$ cat config.mk
export PLATFORM = sky130hd
export DESIGN_NAME = bk_serial_adder
export DESIGN_NICKNAME = d
export VERILOG_FILES = /design/src/rtl/bk_serial_adder.sv
export SDC_FILE = /design/constraint.sdc
export NUM_CORES = 1
export LEC_CHECK = 0
export ABC_AREA = 1
export BUFFER_PORTS_ARGS = -buffer_cell sky130_fd_sc_hd__buf_2
export CAP_MARGIN = 20
export CORE_ASPECT_RATIO = 0.8
export CORE_UTILIZATION = 51
export CTS_BUF_LIST = sky130_fd_sc_hd__clkbuf_8
export DETAILED_ROUTE_END_ITERATION = 10
export MAX_ROUTING_LAYER = met4
export PLACE_DENSITY = 0.76
export SKIP_CTS_REPAIR_TIMING = 1
export SLEW_MARGIN = 20
export SYNTH_ARGS = -nofsm -noshare
export SYNTH_HDL_FRONTEND = slang
export SYNTH_SLANG_ARGS = --single-unit
$ cat constraint.sdc
create_clock -name clk -period 2.19 [get_ports clk]
set_clock_uncertainty 0.1 [all_clocks]
set_input_delay 0.5475 -clock clk [delete_from_list [all_inputs] [get_ports clk]]
set_output_delay 0.5475 -clock clk [all_outputs]
set_load 0.02 [all_outputs]
$ cat src/rtl/bk_serial_adder.sv
// Nibble-serial adder: one 4-bit Brent-Kung adder is reused once per slice, with the carry held in a register.
// Optional signed-overflow output is enabled by defining BK_SERIAL_OVERFLOW_EN.

module brent_kung_cin (
  output logic [4:0] out,
  input  logic [3:0] A,
  input  logic [3:0] B,
  input  logic       Cin
);

  logic [3:0] w_g;
  logic [3:0] w_p;
  logic [3:0] w_c;
  logic       w_g10;
  logic       w_p10;
  logic       w_g32;
  logic       w_p32;
  logic       w_g30;
  logic       w_p30;
  logic       w_cout;

  // Prefix tree: pairwise group terms, then a 4-wide group, then fill in the odd carry c3
  always_comb begin
    w_g    = A & B;
    w_p    = A ^ B;
    w_g10  = w_g[1] | (w_p[1] & w_g[0]);
    w_p10  = w_p[1] & w_p[0];
    w_g32  = w_g[3] | (w_p[3] & w_g[2]);
    w_p32  = w_p[3] & w_p[2];
    w_g30  = w_g32 | (w_p32 & w_g10);
    w_p30  = w_p32 & w_p10;
    w_c[0] = Cin;
    w_c[1] = w_g[0] | (w_p[0] & Cin);
    w_c[2] = w_g10 | (w_p10 & Cin);
    w_c[3] = w_g[2] | (w_p[2] & w_c[2]);
    w_cout = w_g30 | (w_p30 & Cin);
    out    = {w_cout, w_p ^ w_c};
  end

endmodule

module bk_serial_adder #(
  parameter int NIBBLES = 4
) (
  input  logic               clk,
  input  logic               rst,
  input  logic               in_valid,
  output logic               in_ready,
  input  logic [4*NIBBLES-1:0] a,
  input  logic [4*NIBBLES-1:0] b,
  input  logic               cin,
  output logic               out_valid,
  input  logic               out_ready,
  output logic [4*NIBBLES:0] sum
`ifdef BK_SERIAL_OVERFLOW_EN
  ,
  output logic               ovf
`endif
);

  localparam int W  = 4 * NIBBLES;
  localparam int CW = (NIBBLES > 1) ? $clog2(NIBBLES) : 1;

  typedef enum logic [1:0] {
    S_IDLE = 2'd0,
    S_RUN  = 2'd1,
    S_DONE = 2'd2
  } state_t;

  state_t        r_state;
  state_t        w_next;
  logic [CW-1:0] r_cnt;
  logic          r_carry;
  logic [W-1:0]  r_a;
  logic [W-1:0]  r_b;
  logic [W:0]    r_sum;
  logic          r_in_ready;
  logic          r_out_valid;
  logic          w_capture;
  logic          w_last;
  logic [CW+1:0] w_shift;
  logic [W-1:0]  w_a_sh;
  logic [W-1:0]  w_b_sh;
  logic [W-1:0]  w_mask;
  logic [W-1:0]  w_nib_sh;
  logic [4:0]    w_add;

  brent_kung_cin u_add (
    .out (w_add),
    .A   (w_a_sh[3:0]),
    .B   (w_b_sh[3:0]),
    .Cin (r_carry)
  );

  // Slice selection and placement: shift the active nibble down to the adder and its result back up
  always_comb begin
    w_capture = (r_state == S_IDLE) && in_valid;
    w_last    = (r_cnt == CW'(NIBBLES - 1));
    w_shift   = {r_cnt, 2'b00};
    w_a_sh    = r_a >> w_shift;
    w_b_sh    = r_b >> w_shift;
    w_mask    = W'(4'hF) << w_shift;
    w_nib_sh  = W'(w_add[3:0]) << w_shift;
  end

  // Next-state logic
  always_comb begin
    w_next = r_state;
    case (r_state)
      S_IDLE: begin
        if (in_valid) begin
          w_next = S_RUN;
        end else begin
          w_next = S_IDLE;
        end
      end
      S_RUN: begin
        if (w_last) begin
          w_next = S_DONE;
        end else begin
          w_next = S_RUN;
        end
      end
      S_DONE: begin
        if (out_ready) begin
          w_next = S_IDLE;
        end else begin
          w_next = S_DONE;
        end
      end
      default: w_next = S_IDLE;
    endcase
  end

  // State register and handshake flags, registered from the next state
  always_ff @(posedge clk or posedge rst) begin
    if (rst) begin
      r_state     <= S_IDLE;
      r_in_ready  <= 1'b1;
      r_out_valid <= 1'b0;
    end else begin
      r_state     <= w_next;
      r_in_ready  <= (w_next == S_IDLE);
      r_out_valid <= (w_next == S_DONE);
    end
  end

  // Operand capture and per-slice accumulation; sum is untouched outside RUN
  always_ff @(posedge clk or posedge rst) begin
    if (rst) begin
      r_a     <= {W{1'b0}};
      r_b     <= {W{1'b0}};
      r_carry <= 1'b0;
      r_cnt   <= {CW{1'b0}};
      r_sum   <= {(W+1){1'b0}};
    end else if (w_capture) begin
      r_a     <= a;
      r_b     <= b;
      r_carry <= cin;
      r_cnt   <= {CW{1'b0}};
    end else if (r_state == S_RUN) begin
      r_carry        <= w_add[4];
      r_sum[W-1:0]   <= (r_sum[W-1:0] & ~w_mask) | w_nib_sh;
      if (w_last) begin
        r_sum[W] <= w_add[4];
        r_cnt    <= r_cnt;
      end else begin
        r_sum[W] <= r_sum[W];
        r_cnt    <= r_cnt + CW'(1);
      end
    end else begin
      r_carry <= r_carry;
      r_cnt   <= r_cnt;
    end
  end

`ifdef BK_SERIAL_OVERFLOW_EN
  logic r_ovf;

  // Signed overflow judged on the top slice, same timing as the sum
  always_ff @(posedge clk or posedge rst) begin
    if (rst) begin
      r_ovf <= 1'b0;
    end else if ((r_state == S_RUN) && w_last) begin
      r_ovf <= (r_a[W-1] == r_b[W-1]) && (w_add[3] != r_a[W-1]);
    end else begin
      r_ovf <= r_ovf;
    end
  end

  assign ovf = r_ovf;
`endif

  assign in_ready  = r_in_ready;
  assign out_valid = r_out_valid;
  assign sum       = r_sum;

endmodule

==> implementation parameters, run 1 <==
Parameter                              Value

Timing
  Final sum of negative setup slack ... -0.388 ns
  Setup slack after layout ... -0.0700 ns
  Tightest Pin Transition ... 0.488 ns
  Slew Viols, Final ... 0
  Highest attainable clock frequency ... 442 MHz
  Max-slew headroom ... 0.674
  Number of hold-slack violations in the final timing report ... 0
  Post-route fraction of the period consumed by the critical path ... 1.03
  Minimum clock period ... 2.26 ns
  Final number of setup-violating endpoints ... 8
  Unrepaired setup endpoints after global routing ... true

Global route
  Maximum number of pins on one net before global-route repair ... 57
  Global router's overall resource usage ... 0.240
  Total gr overflow ... 0
  Antenna violations before repair ... 0
  First-pass GRT wire length ... 10100 um
  Number of global-route vias before repair ... 2220

Power
  Power density over the cells ... 1790 mW/mm^2
  Peak ir drop on the vdd network ... 0.00122 V
  Leakage component of the power ... 1.76 nW
  Total power ... 5.90 mW

Floorplan
  Core box area ... 0.00501 sq mm
  Die height ... 66.7 um
  Die boundary width ... 82.9 um
  Starting density of the core ... 0.533
  Count of pins on the block boundary ... 56
  Standard-cell row count ... 23
  Die Area ... 0.00553 sq mm

Routing
  Number of detailed-route iterations in the first pass ... 5
  Vias per cell ... 5.16
  Detailed-route via count ... 2307
  Routed wire length ... 5830 um
  Routed len/inst ... 13.0 um
  Remaining design rule violation count ... 0
  Iteration-0 DRC Markers ... 145
  Count of antenna-violating nets left after detailed routing ... 0

Critical path
  Launch instance of the worst register-to-register path ... r_cnt[0]
  Most numerous cell on the critical path ... sky130_fd_sc_hd__nand2_1
  Beginning of the critical path ... r_cnt[0]
  Cell at the slowest stage of the critical path ... sky130_fd_sc_hd__dfrtp_2
  CP Max Fanout ... 6
  Crit-path leading delay family ... adder cells
  Setup crit start kind ... flip-flop
  Peak per-stage delay on the critical path ... 0.47 ns
  Sum of buffers and inverters on the critical path ... 1
  Endpoint arrival time on the critical path ... 2.40 ns
  Crit-path cells ... buf_6 -> o21ai_2 -> o22ai_2 -> ha_1 -> nand2_1 -> nand2_1 -> nand2_1 -> fa_2 -> xnor2_2 -> nand2_1 -> o21ai_1
  Data required time of the critical path ... 2.33 ns
  Nature of the critical path endpoint ... flip-flop
  Kind of critical path ... reg2reg

Clock network
  Clock-pin slew of the registers on the worst-case setup and hold paths ... 0.09 ns
  Clk Tree Root Cell ... sky130_fd_sc_hd__clkbuf_8
  H-tree depth reported by CTS ... 2
  Bufs on Longest Clock Path ... 2
  TritonCTS buffer count ... 5
  Clk_lat worst skew ... 0.31 ns
  Clock sinks ... 56
  CTS tree ... yes

Synthesis
  Summed instance area of the synthesized netlist ... 0.00267 sq mm
  Synth top area share ... 0.516
  Gate count of the mapped netlist ... 317
  Dominant cell by count in the synthesized netlist ... sky130_fd_sc_hd__nand2_1
  Yosys warning count ... 0
  Count of distinct cell types in the synthesized netlist ... 22
  Library cell with the largest summed area after synthesis ... sky130_fd_sc_hd__dfrtp_1
  Register bit count reported by yosys ... 56
  Fraction of the yosys area taken by sequential cells ... 0.526
  Number of enable-type register cells in the synthesized netlist ... 0
  Fraction of synthesis flops using an asynchronous set or reset pin ... 1.00
  Post-synthesis average cell area ... 8.42 sq um
  Top area cells in the synthesized netlist ... sky130_fd_sc_hd__dfrtp_1, sky130_fd_sc_hd__nand2_1, sky130_fd_sc_hd__nand3_1
  Synth Flop Type ... sky130_fd_sc_hd__dfrtp_1
  Net count after synthesis ... 364
  Most used standard cells in the synthesized netlist ... sky130_fd_sc_hd__nand2_1, sky130_fd_sc_hd__dfrtp_1, sky130_fd_sc_hd__nand3_1, sky130_fd_sc_hd__o21ai_0, sky130_fd_sc_hd__o21ai_1

Status
  Run status ... finished with violations
  Violated checks ... negative setup slack

Final layout
  Antenna diodes ... 0
  Area grow syn2layout ... 23.2%
  Share of cells above drive strength 1 ... 0.299
  Non-filler instance count after layout ... 447
  Non-Filler Cell Area, Final ... 0.00329 sq mm
  Fin nets ... 431

Min path
  Worst min path class ... in2async

Run
  Count of maximum capacitance violations ... 0

Placed design
  Setup WS pre-CTS ... -0.0737 ns
  Cells after DPL ... 434
  Number of buffers added on ports ... 55
  Placer congestion estimate ... 0.903
  Total cell area at the placement stage ... 0.00310 sq mm
  DP HPWL ... 4190 um
placed cells by master, fill, tap and decap left out, types with 6 or more instances in the layout:
| cell type | instances |
|---|---|
| sky130_fd_sc_hd__ha_1 | 8 |
| sky130_fd_sc_hd__nor2_1 | 10 |
| sky130_fd_sc_hd__o21ai_1 | 24 |
| sky130_fd_sc_hd__nand2_1 | 100 |
| sky130_fd_sc_hd__buf_2 | 55 |
| sky130_fd_sc_hd__nand3_1 | 40 |
| sky130_fd_sc_hd__inv_1 | 14 |
| sky130_fd_sc_hd__dfrtp_1 | 53 |
| sky130_fd_sc_hd__clkbuf_8 | 6 |
| sky130_fd_sc_hd__o21ai_2 | 8 |
| sky130_fd_sc_hd__o21ai_0 | 10 |
| sky130_fd_sc_hd__buf_4 | 20 |
cell type report:
| class | instances | area, sq um |
|---|---|---|
| Fill cell | 445 | 1720 |
| Sequential cell | 56 | 1410 |
| Multi-Input combinational cell | 225 | 1180 |
| Timing Repair Buffer | 77 | 457 |
| Clock buffer | 6 | 82.6 |
| Inverter | 19 | 78.8 |
| Tap cell | 62 | 77.6 |
| Clock inverter | 2 | 11.3 |
where the power goes:
| part | total [mW] | switching (mW) | internal (mW) |
|---|---|---|---|
| logic | 3.44 | 2.07 | 1.37 |
| registers | 1.88 | 0.343 | 1.54 |
| clock network | 0.579 | 0.326 | 0.253 |
final timing paths:
check,endpoint,slack (ns),cells past startpoint
min,r_state[0],0.18,3
min reg2reg,r_b[7],0.38,2
max in group asynchronous,in_ready,1.54,3
max,sum[11],-0.07,11
min in group clk,out_valid,0.33,2
max reg2reg,sum[11],-0.07,11
sequential cells by signal, indices dropped and copies added, names as in the netlist:
| signal | flops |
|---|---|
| sum | 17 |
| r_a | 16 |
| r_b | 16 |
| r_cnt | 2 |
| r_state | 2 |
| in_ready | 1 |
| out_valid | 1 |
| r_carry | 1 |
per-stage QoR:
stage | util | hold WS [ns]
2_1_floorplan | - | 0.337
3_3_place_gp | 0.620 | 0.357
3_5_place_dp | 0.620 | 0.360
4_1_cts | 0.638 | 0.186
5_1_grt | 0.657 | 0.187
6_report | 0.657 | 0.175
per-layer routing:
layer	global-route usage	vias to the layer above	wire length [um]
met5	-	-	0
met4	0.0560	0	85
met3	0.0533	9	198
met2	0.392	55	2760
met1	0.310	1079	2780
li1	-	1164	-
kinds of logic (layout without fill, tap and decap cells):
group | Yosys count | count (layout) | synth area share
compound gates | 52 | 52 | 0.102
xor+xnor | 2 | 2 | 0.00656
fa+ha+maj | 10 | 10 | 0.0525
buf+inv | 36 | 104 | 0.0591
flops | 56 | 56 | 0.526
simple gates | 161 | 161 | 0.254
worst reg2reg max path, delay by kind of cell, from the launching register on:
family / cells / cell delay [ns]
adder cells (fa/ha/maj): 2 / 0.63
flip-flops: 1 / 0.47
AO/OA/AOI/OAI: 3 / 0.37
AND/OR/NAND/NOR: 4 / 0.31
XOR/XNOR: 1 / 0.16
buffers and inverters: 1 / 0.15
(Power assumes the default switching activity.)
==> run 2: changes to the inputs <==
--- a/config.mk
+++ b/config.mk
@@ -9,13 +9,14 @@
 export BUFFER_PORTS_ARGS = -buffer_cell sky130_fd_sc_hd__buf_2
 export CAP_MARGIN = 20
 export CORE_ASPECT_RATIO = 0.8
-export CORE_UTILIZATION = 51
+export CORE_UTILIZATION = 45
 export CTS_BUF_LIST = sky130_fd_sc_hd__clkbuf_8
 export DETAILED_ROUTE_END_ITERATION = 10
 export MAX_ROUTING_LAYER = met4
-export PLACE_DENSITY = 0.76
+export PLACE_DENSITY = 0.68
 export SKIP_CTS_REPAIR_TIMING = 1
 export SLEW_MARGIN = 20
 export SYNTH_ARGS = -nofsm -noshare
 export SYNTH_HDL_FRONTEND = slang
+export SYNTH_HIERARCHICAL = 1
 export SYNTH_SLANG_ARGS = --single-unit
==> run 2 against run 1 <==
Against the previous run: the flow still finishes with violations (negative setup slack); critical path depth rose by 3; wire length up 3.0%; synthesized area is 6.1% higher; die area is 20% higher; fmax decreased by 7.3%; cell area up 5.2%; largest cell class unchanged; largest power group unchanged.
==> implementation parameters, run 2 <==
Parameter                              Value

Floorplan
  Die Area ... 0.00662 sq mm
  Die height ... 73.0 um
  Core box area ... 0.00597 sq mm
  Count of pins on the block boundary ... 56
  Starting density of the core ... 0.474
  Standard-cell row count ... 25
  Die boundary width ... 90.7 um

Timing
  Number of hold-slack violations in the final timing report ... 0
  Final number of setup-violating endpoints ... 8
  Unrepaired setup endpoints after global routing ... true
  Highest attainable clock frequency ... 410 MHz
  Post-route fraction of the period consumed by the critical path ... 1.11
  Setup slack after layout ... -0.247 ns
  Tightest Pin Transition ... 0.352 ns
  Max-slew headroom ... 0.765
  Slew Viols, Final ... 0
  Post-Route Hold Slack ... 0.176 ns
  Minimum clock period ... 2.44 ns

Critical path
  Setup crit start kind ... flip-flop
  CP Max Fanout ... 6
  Nature of the critical path endpoint ... flip-flop
  Data required time of the critical path ... 2.34 ns
  Kind of critical path ... reg2reg
  Number of cells on the worst reg-to-reg path ... 14
  Endpoint arrival time on the critical path ... 2.58 ns

Final layout
  Antenna diodes ... 0
  Commonest cells after routing, fill and taps aside ... sky130_fd_sc_hd__nand2_1, sky130_fd_sc_hd__buf_2, sky130_fd_sc_hd__dfrtp_1
  Leading cell type in the layout, fill and taps excluded ... sky130_fd_sc_hd__nand2_1
  Area grow syn2layout ... 22.2%
  Share of cells above drive strength 1 ... 0.249
  Largest register FFs ... 17
  Fin nets ... 471

Status
  Run status ... finished with violations
  Violated checks ... negative setup slack

Synthesis
  Dominant cell by count in the synthesized netlist ... sky130_fd_sc_hd__nand2_1
  Register bit count reported by yosys ... 56
  Count of distinct cell types in the synthesized netlist ... 25
  Top area cells in the synthesized netlist ... sky130_fd_sc_hd__dfrtp_1, sky130_fd_sc_hd__nand2_1, sky130_fd_sc_hd__nand3_1
  Library cell with the largest summed area after synthesis ... sky130_fd_sc_hd__dfrtp_1
  Fraction of the yosys area taken by sequential cells ... 0.495
  Number of enable-type register cells in the synthesized netlist ... 0
  Fraction of synthesis flops using an asynchronous set or reset pin ... 1.00
  Summed instance area of the synthesized netlist ... 0.00283 sq mm
  Post-synthesis average cell area ... 7.91 sq um
  Most used standard cells in the synthesized netlist ... sky130_fd_sc_hd__nand2_1, sky130_fd_sc_hd__dfrtp_1, sky130_fd_sc_hd__nand3_1, sky130_fd_sc_hd__inv_1
  Gate count of the mapped netlist ... 358
  Synth Flop Type ... sky130_fd_sc_hd__dfrtp_1
  Yosys warning count ... 6
  Synth top area share ... 0.486
  Net count after synthesis ... 405

Placed design
  DP HPWL ... 4210 um
  Setup WS pre-CTS ... -0.244 ns
  Placer congestion estimate ... 0.820
  Number of buffers added on ports ... 55

Power
  Comb pwr share ... 0.582
  Leakage component of the power ... 1.98 nW
  Power density over the cells ... 1780 mW/mm^2
  Total power ... 6.15 mW
  Clock network fraction of design power ... 0.120
  Switching Share ... 0.450
  Peak ir drop on the vdd network ... 0.000765 V
  Sequential share of power ... 0.299
  Internal power ... 3.38 mW
  Psw ... 2.77 mW

Routing
  Iteration-0 DRC Markers ... 88
  Remaining design rule violation count ... 0
  Routed wire length ... 6000 um
  Detailed-route via count ... 2431
  Vias per cell ... 4.80
  Routed len/inst ... 11.9 um
  Count of antenna-violating nets left after detailed routing ... 0
  Number of detailed-route iterations in the first pass ... 4

Global route
  Antenna violations before repair ... 0
  Global router's overall resource usage ... 0.208
  First-pass GRT wire length ... 10600 um
  Maximum number of pins on one net before global-route repair ... 57
  Number of global-route vias before repair ... 2324
  Total gr overflow ... 0

Min path
  Worst min path class ... in2async

Clock network
  Clk Tree Root Cell ... sky130_fd_sc_hd__clkbuf_8
  Bufs on Longest Clock Path ... 2
  Clock sinks ... 56
  H-tree depth reported by CTS ... 2
  CTS tree ... yes
  Clk_lat worst skew ... 0.31 ns
  TritonCTS buffer count ... 5
  Clock-pin slew of the registers on the worst-case setup and hold paths ... 0.10 ns

Run
  Count of maximum capacitance violations ... 0
[run 2: cell families after synthesis]
family | count (synthesis) | share of synthesized area
compound gates | 16 | 0.0353
simple gates | 228 | 0.335
flops | 56 | 0.495
buf+inv | 46 | 0.0791
fa+ha+maj | 10 | 0.0495
xor+xnor | 2 | 0.00619
[run 2: routing by layer]
metal  wire length [um]  vias up  global-route usage
li1                   -     1244                   -
met1               3010     1130               0.271
met2               2700       49               0.336
met3                220        8              0.0385
met4                 67        0              0.0573
met5                  0        -                   -
[run 2: layout make-up]
type | instances | area [sq um]
fill | 569 | 2510
sequential | 56 | 1400
multi-input combinational | 256 | 1260
timing repair buffer | 76 | 453
inverter | 29 | 111
tap | 81 | 101
clock buffer | 7 | 96.3
clock inverter | 1 | 30.0
[run 2: path summary, 6_finish.rpt]
kind                            from    endpoint  slack, ns
max in group asynchronous        rst    in_ready       1.53
setup reg to reg            r_cnt[0]     sum[10]      -0.25
hold reg to reg               sum[5]      sum[5]       0.37
setup / recovery            r_cnt[0]     sum[10]      -0.25
min in group clk           out_ready  r_state[1]       0.34
hold / removal                   rst    r_cnt[1]       0.18
[run 2: worst max-delay path, stage by stage (launching register included)]
cell and delay, ns:
sky130_fd_sc_hd__dfrtp_1 0.45, sky130_fd_sc_hd__buf_6 0.15, sky130_fd_sc_hd__buf_4 0.14, sky130_fd_sc_hd__nand2_1 0.06, sky130_fd_sc_hd__o211ai_1 0.07, sky130_fd_sc_hd__nand2_1 0.12
sky130_fd_sc_hd__ha_4 0.21, sky130_fd_sc_hd__inv_1 0.05, sky130_fd_sc_hd__nand2_1 0.06, sky130_fd_sc_hd__and2_4 0.16, sky130_fd_sc_hd__fa_2 0.54, sky130_fd_sc_hd__inv_2 0.04
sky130_fd_sc_hd__nor2_2 0.09, sky130_fd_sc_hd__nand2_1 0.06, sky130_fd_sc_hd__nand2_1 0.08
[run 2: power groups by stage]
stage / logic, mW / registers [mW] / clock network (mW)
after floorplan: 2.33 / 1.96 / 0
after global placement: 3.15 / 1.84 / 0
after detailed placement: 3.24 / 1.85 / 0
after CTS: 3.26 / 1.83 / 0.754
after global routing: 4.11 / 1.90 / 0.790
final: 3.58 / 1.84 / 0.736
[run 2: metrics by stage]
step / std cells / cell area (sq um) / util / TNS [ns]
detailed placement: 494 / 3240 / 0.542 / -1.50
global route: 506 / 3460 / 0.579 / -3.17
floorplan: 358 / 2860 / - / -1.09
CTS: 502 / 3370 / 0.563 / -1.62
finish: 506 / 3460 / 0.579 / -1.60
global placement: 494 / 3240 / 0.542 / -1.06
